<file path="config.mk">
export PLATFORM = sky130hd
export DESIGN_NAME = uart_frame_rx_flat
export DESIGN_NICKNAME = d
export VERILOG_FILES = /design/src/rtl/uart_frame_rx_pkg.sv /design/src/rtl/uart_frame_rx_if.sv /design/src/rtl/uart_frame_rx_payload_buf.sv /design/src/rtl/uart_frame_rx.sv /design/src/flat_wrapper.sv
export SDC_FILE = /design/constraint.sdc
export NUM_CORES = 1
export LEC_CHECK = 0
export CAP_MARGIN = 10
export CORE_ASPECT_RATIO = 1.2
export CORE_MARGIN = 10
export CORE_UTILIZATION = 50
export CTS_CLUSTER_SIZE = 30
export DETAILED_ROUTE_END_ITERATION = 8
export DONT_BUFFER_PORTS = 1
export PLACE_DENSITY = 0.76
export SLEW_MARGIN = 25
export SYNTH_ARGS = -nofsm -noshare
export SYNTH_HDL_FRONTEND = slang
export SYNTH_SLANG_ARGS = --single-unit
</file>
<file path="constraint.sdc">
create_clock -name clk -period 4.2 [get_ports clk]
set_input_delay 0.84 -clock clk [delete_from_list [all_inputs] [get_ports clk]]
set_output_delay 0.84 -clock clk [all_outputs]
set_load 0.02 [all_outputs]
</file>
<file path="src/rtl/uart_frame_rx_pkg.sv">
// Shared definitions for the framed-command receiver: FSM states, frame field
// order and the default marker/response bytes.
package uart_frame_rx_pkg;

    typedef enum logic [2:0] {
        ST_IDLE,
        ST_CMD,
        ST_LEN,
        ST_DATA,
        ST_CSUM,
        ST_HOLD,
        ST_RESP
    } state_t;

    // On-the-wire order: SOF, CMD, LEN, LEN payload bytes, XOR of CMD..payload.
    typedef enum logic [2:0] {
        FLD_SOF,
        FLD_CMD,
        FLD_LEN,
        FLD_DATA,
        FLD_CSUM
    } frame_field_t;

    localparam int         MAX_LEN_DEF   = 16;
    localparam int         AW_DEF        = 4;
    localparam logic [7:0] SOF_DEF       = 8'hA5;
    localparam logic [7:0] ACK_DEF       = 8'h06;
    localparam logic [7:0] NAK_DEF       = 8'h15;
    localparam int         TO_CYCLES_DEF = 100000;
    localparam int         TO_W          = 17;

    function automatic logic in_frame(state_t s);
        return (s == ST_CMD) || (s == ST_LEN) || (s == ST_DATA) || (s == ST_CSUM);
    endfunction

endpackage

</file>
<file path="src/rtl/uart_frame_rx_if.sv">
// UART FIFO, command handshake and payload read signals of uart_frame_rx.
// master = the frame receiver, slave = UART / debug-unit side.
interface uart_frame_rx_if #(
    parameter int AW = 4
);
    logic          rx_empty;
    logic [7:0]    r_data;
    logic          rd_uart;
    logic          tx_full;
    logic          wr_uart;
    logic [7:0]    w_data;
    logic          cmd_valid;
    logic          cmd_ready;
    logic [7:0]    cmd_code;
    logic [7:0]    cmd_len;
    logic [AW-1:0] pl_addr;
    logic [7:0]    pl_data;
    logic [7:0]    err_cnt;

    modport master (
        input  rx_empty, r_data, tx_full, cmd_ready, pl_addr,
        output rd_uart, wr_uart, w_data, cmd_valid, cmd_code, cmd_len, pl_data, err_cnt
    );

    modport slave (
        output rx_empty, r_data, tx_full, cmd_ready, pl_addr,
        input  rd_uart, wr_uart, w_data, cmd_valid, cmd_code, cmd_len, pl_data, err_cnt
    );
endinterface

</file>
<file path="src/rtl/uart_frame_rx_payload_buf.sv">
// MAX_LEN x 8 payload register file: one synchronous write port, one
// combinational read port. Contents are not reset.
module frame_payload_buf #(
    parameter int MAX_LEN = 16,
    parameter int AW      = 4
) (
    input  logic          clk,
    input  logic          we,
    input  logic [AW-1:0] waddr,
    input  logic [7:0]    wdata,
    input  logic [AW-1:0] raddr,
    output logic [7:0]    rdata
);
    logic [7:0] mem [MAX_LEN];

    always_ff @(posedge clk) begin
        if (we && (int'(waddr) < MAX_LEN)) mem[waddr] <= wdata;
    end

    // Addresses past MAX_LEN (possible when 2**AW > MAX_LEN) read as zero.
    assign rdata = (int'(raddr) < MAX_LEN) ? mem[raddr] : 8'h00;
endmodule

</file>
<file path="src/rtl/uart_frame_rx.sv">
// Framed command receiver: hunts SOF in the UART RX FIFO, assembles
// CMD/LEN/payload/XOR, hands the command over valid/ready, replies ACK/NAK.
// Optional inter-byte timeout: define UART_FRAME_RX_TIMEOUT_EN.
module uart_frame_rx
    import uart_frame_rx_pkg::*;
#(
    parameter int         MAX_LEN   = MAX_LEN_DEF,
    parameter int         AW        = AW_DEF,
    parameter logic [7:0] SOF_BYTE  = SOF_DEF,
    parameter logic [7:0] ACK_BYTE  = ACK_DEF,
    parameter logic [7:0] NAK_BYTE  = NAK_DEF,
    parameter int         TO_CYCLES = TO_CYCLES_DEF
) (
    input  logic            clk,
    input  logic            reset,
    uart_frame_rx_if.master bus
);
    if ((2**AW) < MAX_LEN || MAX_LEN > 255 || TO_CYCLES < 2 || TO_CYCLES > 2**TO_W) begin : g_bad_cfg
        $error("uart_frame_rx: illegal MAX_LEN/AW/TO_CYCLES combination");
    end

    state_t        state, state_nxt;
    logic          pop, nak, ack, last, frame_st, to_hit, wr;
    logic [7:0]    csum, code_q, len_q, err_q, resp_q;
    logic [AW-1:0] idx;

    assign frame_st = in_frame(state);
    // Gated by reset so no pop strobe escapes while the block is held in reset.
    assign pop  = reset && (frame_st || state == ST_IDLE) && !bus.rx_empty;
    assign last = (8'(idx) + 8'd1) == len_q;

`ifdef UART_FRAME_RX_TIMEOUT_EN
    logic [TO_W-1:0] to_cnt;

    always_ff @(posedge clk or negedge reset) begin
        if (!reset)                to_cnt <= '0;
        else if (!frame_st || pop) to_cnt <= '0;
        else                       to_cnt <= to_cnt + 1'b1;
    end

    assign to_hit = frame_st && bus.rx_empty && (to_cnt == TO_W'(TO_CYCLES - 1));
`else
    assign to_hit = 1'b0;
`endif

    always_ff @(posedge clk or negedge reset) begin
        if (!reset) state <= ST_IDLE;
        else        state <= state_nxt;
    end

    always_comb begin
        state_nxt = state;
        nak       = 1'b0;
        ack       = 1'b0;
        wr        = 1'b0;
        case (state)
            ST_IDLE: if (pop && bus.r_data == SOF_BYTE) state_nxt = ST_CMD;
            ST_CMD:  if (pop) state_nxt = ST_LEN;
            ST_LEN: begin
                if (pop) begin
                    if (bus.r_data > 8'(MAX_LEN)) nak       = 1'b1;
                    else if (bus.r_data == 8'd0)  state_nxt = ST_CSUM;
                    else                          state_nxt = ST_DATA;
                end
            end
            ST_DATA: if (pop && last) state_nxt = ST_CSUM;
            ST_CSUM: begin
                if (pop) begin
                    if (bus.r_data == csum) state_nxt = ST_HOLD;
                    else                    nak       = 1'b1;
                end
            end
            ST_HOLD: if (bus.cmd_ready) ack = 1'b1;
            ST_RESP: begin
                if (!bus.tx_full) begin
                    wr        = 1'b1;
                    state_nxt = ST_IDLE;
                end
            end
            default: state_nxt = ST_IDLE;
        endcase
        if (to_hit) nak = 1'b1;
        if (nak || ack) state_nxt = ST_RESP;
    end

    always_ff @(posedge clk or negedge reset) begin
        if (!reset) begin
            code_q <= '0;
            len_q  <= '0;
            csum   <= '0;
            idx    <= '0;
            err_q  <= '0;
            resp_q <= '0;
        end else begin
            if (pop) begin
                case (state)
                    ST_CMD: begin
                        code_q <= bus.r_data;
                        csum   <= bus.r_data;
                    end
                    ST_LEN: begin
                        len_q <= bus.r_data;
                        csum  <= csum ^ bus.r_data;
                        idx   <= '0;
                    end
                    ST_DATA: begin
                        csum <= csum ^ bus.r_data;
                        idx  <= idx + 1'b1;
                    end
                    default: ;
                endcase
            end
            if (nak) begin
                resp_q <= NAK_BYTE;
                if (err_q != 8'hFF) err_q <= err_q + 8'd1;
            end
            if (ack) resp_q <= ACK_BYTE;
        end
    end

    frame_payload_buf #(
        .MAX_LEN (MAX_LEN),
        .AW      (AW)
    ) u_buf (
        .clk   (clk),
        .we    (pop && state == ST_DATA),
        .waddr (idx),
        .wdata (bus.r_data),
        .raddr (bus.pl_addr),
        .rdata (bus.pl_data)
    );

    assign bus.rd_uart   = pop;
    assign bus.wr_uart   = wr;
    assign bus.w_data    = resp_q;
    assign bus.cmd_valid = (state == ST_HOLD);
    assign bus.cmd_code  = code_q;
    assign bus.cmd_len   = len_q;
    assign bus.err_cnt   = err_q;
endmodule

</file>
<file path="src/flat_wrapper.sv">
// flat-port wrapper written by rule: the top's interface ports become plain ports
module uart_frame_rx_flat import uart_frame_rx_pkg::*;
#(
    parameter int         MAX_LEN   = MAX_LEN_DEF,
    parameter int         AW        = AW_DEF,
    parameter logic [7:0] SOF_BYTE  = SOF_DEF,
    parameter logic [7:0] ACK_BYTE  = ACK_DEF,
    parameter logic [7:0] NAK_BYTE  = NAK_DEF,
    parameter int         TO_CYCLES = TO_CYCLES_DEF
)
  (clk, reset, bus_rx_empty, bus_r_data, bus_tx_full, bus_cmd_ready, bus_pl_addr, bus_rd_uart, bus_wr_uart, bus_w_data, bus_cmd_valid, bus_cmd_code, bus_cmd_len, bus_pl_data, bus_err_cnt);
  uart_frame_rx_if #(.AW(AW)) bus_i ();
  input  logic clk;
  input  logic reset;
  input wire logic [$bits(bus_i.rx_empty)-1:0] bus_rx_empty;
  input wire logic [$bits(bus_i.r_data)-1:0] bus_r_data;
  input wire logic [$bits(bus_i.tx_full)-1:0] bus_tx_full;
  input wire logic [$bits(bus_i.cmd_ready)-1:0] bus_cmd_ready;
  input wire logic [$bits(bus_i.pl_addr)-1:0] bus_pl_addr;
  output wire logic [$bits(bus_i.rd_uart)-1:0] bus_rd_uart;
  output wire logic [$bits(bus_i.wr_uart)-1:0] bus_wr_uart;
  output wire logic [$bits(bus_i.w_data)-1:0] bus_w_data;
  output wire logic [$bits(bus_i.cmd_valid)-1:0] bus_cmd_valid;
  output wire logic [$bits(bus_i.cmd_code)-1:0] bus_cmd_code;
  output wire logic [$bits(bus_i.cmd_len)-1:0] bus_cmd_len;
  output wire logic [$bits(bus_i.pl_data)-1:0] bus_pl_data;
  output wire logic [$bits(bus_i.err_cnt)-1:0] bus_err_cnt;
  assign bus_i.rx_empty = bus_rx_empty;
  assign bus_i.r_data = bus_r_data;
  assign bus_i.tx_full = bus_tx_full;
  assign bus_i.cmd_ready = bus_cmd_ready;
  assign bus_i.pl_addr = bus_pl_addr;
  assign bus_rd_uart = bus_i.rd_uart;
  assign bus_wr_uart = bus_i.wr_uart;
  assign bus_w_data = bus_i.w_data;
  assign bus_cmd_valid = bus_i.cmd_valid;
  assign bus_cmd_code = bus_i.cmd_code;
  assign bus_cmd_len = bus_i.cmd_len;
  assign bus_pl_data = bus_i.pl_data;
  assign bus_err_cnt = bus_i.err_cnt;
  uart_frame_rx #(.MAX_LEN(MAX_LEN), .AW(AW), .SOF_BYTE(SOF_BYTE), .ACK_BYTE(ACK_BYTE), .NAK_BYTE(NAK_BYTE), .TO_CYCLES(TO_CYCLES)) u_core (.clk(clk), .reset(reset), .bus(bus_i));
endmodule
</file>
==> results of run 1 <==
==> registers in the layout (all words and copies together), names as in the netlist <==
signal	flops
u_core.bus.cmd_code	8
u_core.bus.cmd_len	8
u_core.bus.err_cnt	8
u_core.bus.w_data	3
u_core.csum	8
u_core.idx	4
u_core.state	3
u_core.u_buf.mem	128
==> logic make-up (layout without fill, tap and decap cells) <==
logic type | Yosys count | count (layout)
AND/OR/NAND/NOR | 84 | 84
adder cells (fa/ha/maj) | 5 | 5
XOR/XNOR | 21 | 21
flip-flops | 170 | 170
multiplexers | 57 | 57
other | 1 | 4
AO/OA/AOI/OAI | 50 | 50
buffers and inverters | 33 | 37
==> area by class of cell <==
| type | instances | share of cell area |
|---|---|---|
| multi-input cells | 221 | 0.278 |
| inverters | 6 | 0.00287 |
| clock buffers | 23 | 0.0571 |
| well taps | 175 | 0.0279 |
| flip-flops and latches | 170 | 0.624 |
| clock inverters | 8 | 0.00926 |
==> critical path, cell delays in order (launching register included) <==
cell and delay [ps]:
dfrtp_1 520, nand2b_1 390, nor2_1 280, nand2_1 190, nor3b_1 400, and2_1 670
==> worst max path at each step <==
stage | to | slack, ps | cells after the start
3_5_place_dp | u_core.u_buf.mem[5][1] | 1380 | 5
6_report | u_core.u_buf.mem[5][5] | 1380 | 5
2_1_floorplan | bus_pl_data[0] | 1110 | 4
4_1_cts | bus_pl_data[7] | 1430 | 2
3_3_place_gp | bus_pl_data[7] | 1450 | 2
5_1_grt | u_core.u_buf.mem[5][5] | 1120 | 5
==> cell usage after synthesis, types with 3 or more instances <==
cell	number	area share
a21oi_1	12	0.0083
a22o_1	9	0.011
and2_1	12	0.010
and3_1	8	0.0069
buf_1	6	0.0031
buf_2	5	0.0034
buf_4	9	0.0093
buf_6	4	0.0062
clkbuf_1	3	0.0016
dfrtp_1	42	0.14
edfxtp_1	128	0.53
ha_1	5	0.0086
inv_1	5	0.0026
mux2_2	16	0.025
mux4_2	40	0.12
nand2_1	19	0.0098
nand3_1	4	0.0028
nand4_1	6	0.0052
nor2_1	12	0.0062
nor2b_1	3	0.0026
nor3_1	6	0.0041
o21ai_0	15	0.010
xnor2_1	7	0.0084
xor2_1	12	0.014
==> metal layers <==
layer	up-vias	GRT usage	wire length, microns
li1	1626	-	-
met3	32	0.0574	1440
met4	0	0.0665	314
met5	-	0	0
met1	1906	0.198	5750
met2	172	0.257	7850
==> through the flow <==
stage	power [mW]	instance area, sq um	instances	util	hold slack (ps)
after global routing	4.60	7840	603	0.548	83.3
after global placement	2.99	7320	572	0.512	546
after CTS	4.43	7840	603	0.548	88.1
final	4.40	7840	603	0.548	103
after detailed placement	3.03	7320	572	0.512	546
after floorplan	2.91	7270	424	-	539
==> power by group through the flow <==
stage                     clock, mW  sequential (mW)  combinational (mW)
after floorplan                   0             2.28               0.630
after global placement            0             2.37               0.620
after detailed placement          0             2.38               0.652
after CTS                      1.42             2.35               0.657
after global routing           1.49             2.38               0.731
final                          1.40             2.35               0.654
==> flow_metrics.py, run 1 <==
metrics = {
    "status": {
        "outcome": "finished clean",
    },
    "route": {
        "wire_per_inst_microns": 25.5,
        "dr.pass1.iters": 5,
        "vias": 3736,
        "drcViolationCount": 0,
        "drt-total-wl_microns": 15400,
        "detail_route.iter0.violations": 368,
        "ant_nets": 0,
        "viasPerCell": 6.20,
    },
    "clocking": {
        "clk_pin_slew_ps": 60,
        "htree_levels": 4,
        "cts_tree": "done",
        "cts_resized": 0,
        "ctsHoldBuffers": 0,
        "numCtsBuffers": 17,
        "clk_path_buf_depth": 2,
        "post_cts_buffers": 0,
        "clock-sinks": 170,
        "cts_root_buffer": "clkbuf_16",
        "clkLatencyLatePin_ps": 430,
    },
    "synth": {
        "ys_seq_area_frac": 0.674,
        "synth_async_sr_flop_share": 0.247,
        "syn_inst": 421,
        "synth_compound_area_frac": 0.0465,
        "synth-edff-count": 128,
        "syn_avg_cell_area_sq_um": 17.2,
        "synth.distinct_cells": 52,
        "synth-xor-area-share": 0.0274,
        "netlist_area_sq_um": 7260,
        "synth-simple-area-share": 0.0650,
        "synth_ff_type": "edfxtp_1",
        "yosysWarnings": 0,
        "synth-seq-cells": 170,
        "synth_mux_area_frac": 0.151,
        "synth-adder-area-share": 0.00862,
        "synth_top_family_by_area": "multiplexers",
    },
    "sta": {
        "tightest_slew_ps": 906,
        "finalCriticalPeriod_ps": 2820,
        "setup_ws_ps": 1380,
        "drv_slew": 0,
        "hold_viol_final": 0,
        "max_slew_margin": 0.391,
        "finalSetupViolCount": 0,
        "rsz0062_at_grt": "false",
        "clock_skew_ps": 7.10,
        "tns_ps": 0,
        "min_period_over_period": 0.672,
        "fmax_mhz": 354,
    },
    "die": {
        "start_util": 0.508,
        "core-area_sq_um": 14300,
        "die_w_microns": 130,
        "die_y_microns": 152,
        "core.rowCount": 48,
        "io_pins": 60,
        "dieArea_sq_um": 19800,
    },
    "power": {
        "p_leak_nw": 2.68,
        "p_sw_mw": 1.28,
        "cellInternalPower_mw": 3.12,
        "power.share.clock": 0.319,
        "vdd_drop_max_mv": 0.465,
        "power.share.switching": 0.292,
        "comb_power_share": 0.148,
        "pwr-share-seq": 0.533,
        "powerDensity_nw_per_um2": 562,
    },
    "setup_path": {
        "timing.rr.end": "u_core.u_buf.mem[5][5]",
        "r2r-start": "u_core.state[2]",
        "crit_type": "register to register",
        "critPathRequiredTime_ps": 4250,
        "crit_arrival_ps": 2880,
        "r2r_slack_ps": 1380,
        "endpoint_kind": "register",
        "rr_worst_depth": 5,
        "crit_start": "u_core.state[2]",
        "start_kind": "register",
        "worst-path-max-fanout": 13,
    },
    "finish": {
        "layout.nets": 438,
        "final_common_cell": "edfxtp_1",
        "multi_input_area_sq_um": 2180,
        "final-seq-area_sq_um": 4890,
        "antennaDiodeCount": 0,
        "fill_cells": 1106,
        "mostFrequentLayoutCells": "edfxtp_1, dfrtp_1, mux4_2",
        "area_delta_synth_final_pct": 7.98,
        "layout-drive-gt1-share": 0.217,
    },
    "global_routing": {
        "overflow": 0,
        "first_global_vias": 3935,
        "antenna_found_initial": 0,
        "grt_usage": 0.163,
        "grt_max_degree": 45,
        "grt_pass1_wl_microns": 23700,
    },
    "place": {
        "post-place-ws_ps": 1380,
        "routabilityCongestion": 0.819,
        "io_buffers": 0,
        "dp_hpwl_microns": 9520,
    },
    "hold_path": {
        "hold_class": "input port to asynchronous set/reset pin",
    },
    "job": {
        "cap_violations": 0,
    },
}
(Power assumes the default switching activity.)
==> inputs of run 2 (changes only) <==
==> constraint.sdc (replaced) <==
create_clock -name clk -period 2.9 [get_ports clk]
set_input_delay 0.58 -clock clk [delete_from_list [all_inputs] [get_ports clk]]
set_output_delay 0.58 -clock clk [all_outputs]
set_load 0.02 [all_outputs]
==> flow_metrics.py, run 2 (synthesized netlist as in run 1, its figures left out) <==
metrics = {
    "clocking": {
        "ctsHoldBuffers": 2,
        "cts_resized": 0,
        "numCtsBuffers": 17,
        "post_cts_buffers": 0,
        "cts_tree": "done",
        "clk_path_buf_depth": 2,
        "htree_levels": 4,
        "clk_pin_slew_ps": 60,
        "clkLatencyLatePin_ps": 430,
        "cts_root_buffer": "clkbuf_16",
        "clock-sinks": 170,
    },
    "route": {
        "drcViolationCount": 0,
        "wire_per_inst_microns": 24.6,
        "drt-total-wl_microns": 15000,
        "vias": 3699,
        "detail_route.iter0.violations": 273,
        "dr.pass1.iters": 4,
        "viasPerCell": 6.07,
        "ant_nets": 0,
    },
    "setup_path": {
        "crit_start": "u_core.state[2]",
        "path_cells": "nand2b_1, nor2_1, nand2_1, nor3b_1, and2_1",
        "r2r-start": "u_core.state[2]",
        "slowest_stage": "dfrtp_1",
        "slowest_delay_ps": 520,
        "r2r_slack_ps": 300,
        "worst-path-max-fanout": 13,
        "critPathRequiredTime_ps": 2990,
        "timing.rr.end": "u_core.u_buf.mem[7][7]",
        "rr_worst_depth": 5,
        "crit_arrival_ps": 2690,
        "endpoint_kind": "register",
        "crit_type": "register to register",
        "endpoint": "u_core.u_buf.mem[7][7]",
        "start_kind": "register",
    },
    "sta": {
        "min_period_over_period": 0.895,
        "tightest_slew_ps": 670,
        "clock_skew_ps": 9.92,
        "drv_slew": 0,
        "finalSetupViolCount": 0,
        "hold_viol_final": 0,
        "tns_ps": 0,
        "finalHoldWorstSlack_ps": 251,
        "rsz0062_at_grt": "false",
        "max_slew_margin": 0.550,
        "fmax_mhz": 385,
        "finalCriticalPeriod_ps": 2600,
    },
    "finish": {
        "multi_input_area_sq_um": 2180,
        "layout-drive-gt1-share": 0.235,
        "area_delta_synth_final_pct": 9.13,
        "antennaDiodeCount": 0,
        "fill_cells": 1100,
        "fin_area_sq_um": 7920,
        "final-seq-area_sq_um": 4890,
        "largest_reg_flops": 128,
        "layout.nets": 443,
        "top_register": "u_core.u_buf.mem",
        "final_common_cell": "edfxtp_1",
        "final_cells": 609,
        "mostFrequentLayoutCells": "edfxtp_1, dfrtp_1, mux4_2",
    },
    "hold_path": {
        "hold_class": "input port to register",
    },
    "die": {
        "dieArea_sq_um": 19800,
        "start_util": 0.508,
        "io_pins": 60,
        "die_w_microns": 130,
        "die_y_microns": 152,
        "core.rowCount": 48,
        "core-area_sq_um": 14300,
    },
    "status": {
        "outcome": "finished clean",
    },
    "power": {
        "powerDensity_nw_per_um2": 819,
        "p_sw_mw": 1.94,
        "cellInternalPower_mw": 4.55,
        "power.share.switching": 0.299,
        "power.share.clock": 0.323,
        "total_power_mw": 6.49,
        "p_leak_nw": 2.72,
        "vdd_drop_max_mv": 0.476,
        "comb_power_share": 0.155,
        "pwr-share-seq": 0.523,
    },
    "place": {
        "dp_hpwl_microns": 9830,
        "io_buffers": 0,
        "placed_cells": 575,
        "dpl_cell_area_sq_um": 7340,
        "routabilityCongestion": 0.884,
    },
    "global_routing": {
        "first_global_vias": 4006,
        "grt_pass1_wl_microns": 23400,
        "overflow": 0,
        "grt_max_degree": 43,
        "grt_usage": 0.159,
        "antenna_found_initial": 0,
    },
    "job": {
        "cap_violations": 0,
    },
}
[run 2: cell count changes in the layout (fill, tap and decap cells not counted), moves of 2 or more]
cell / change
clkinv_4: +3
clkbuf_1: -5
buf_4: +3
inv_6: +2
[run 2: stage by stage]
stage	utilization	setup WS, ps
floorplan	-	334
finish	0.554	304
detailed placement	0.514	311
CTS	0.554	305
global route	0.554	61.7
global placement	0.514	472
[run 2: how the worst min path moves through the flow]
| stage | startpoint | to | slack (ps) | depth (start not counted) |
|---|---|---|---|---|
| final | bus_r_data[1] | u_core.u_buf.mem[4][1] | 250 | 0 |
| after detailed placement | reset | u_core.bus.err_cnt[2] | 290 | 0 |
| after floorplan | reset | u_core.bus.cmd_code[0] | 280 | 0 |
| after CTS | bus_r_data[2] | u_core.u_buf.mem[9][2] | 230 | 0 |
| after global routing | bus_r_data[1] | u_core.u_buf.mem[2][1] | 230 | 0 |
| after global placement | reset | u_core.bus.err_cnt[2] | 290 | 0 |
[run 2: power by group through the flow]
stage,logic [mW],registers [mW],clock network (mW)
final,1.00,3.39,2.09
after global routing,1.12,3.44,2.23
after CTS,1.01,3.40,2.12
after detailed placement,0.983,3.45,0
after global placement,0.954,3.43,0
after floorplan,0.912,3.30,0
[run 2: area by class of cell]
cell class | count | share of cell area
Sequential cell | 170 | 0.618
Multi-Input combinational cell | 221 | 0.275
Clock buffer | 18 | 0.0542
Tap cell | 175 | 0.0276
Clock inverter | 14 | 0.0155
Timing Repair Buffer | 5 | 0.00663
Inverter | 6 | 0.00284
[run 2: metal layers]
metal  part of all wire  GRT usage  wire length, microns  vias up
li1                   -          -                     -     1641
met1               0.39      0.187                  5760     1900
met2               0.52      0.259                  7740      137
met3              0.076     0.0533                  1130       21
met4              0.021     0.0697                   319        0
met5                  0          0                     0        -
[run 2: critical path, delay by kind of cell, from the launching register on]
family	cells	cell delay, ps
and+or+nand+nor	5	1730
DFF	1	520
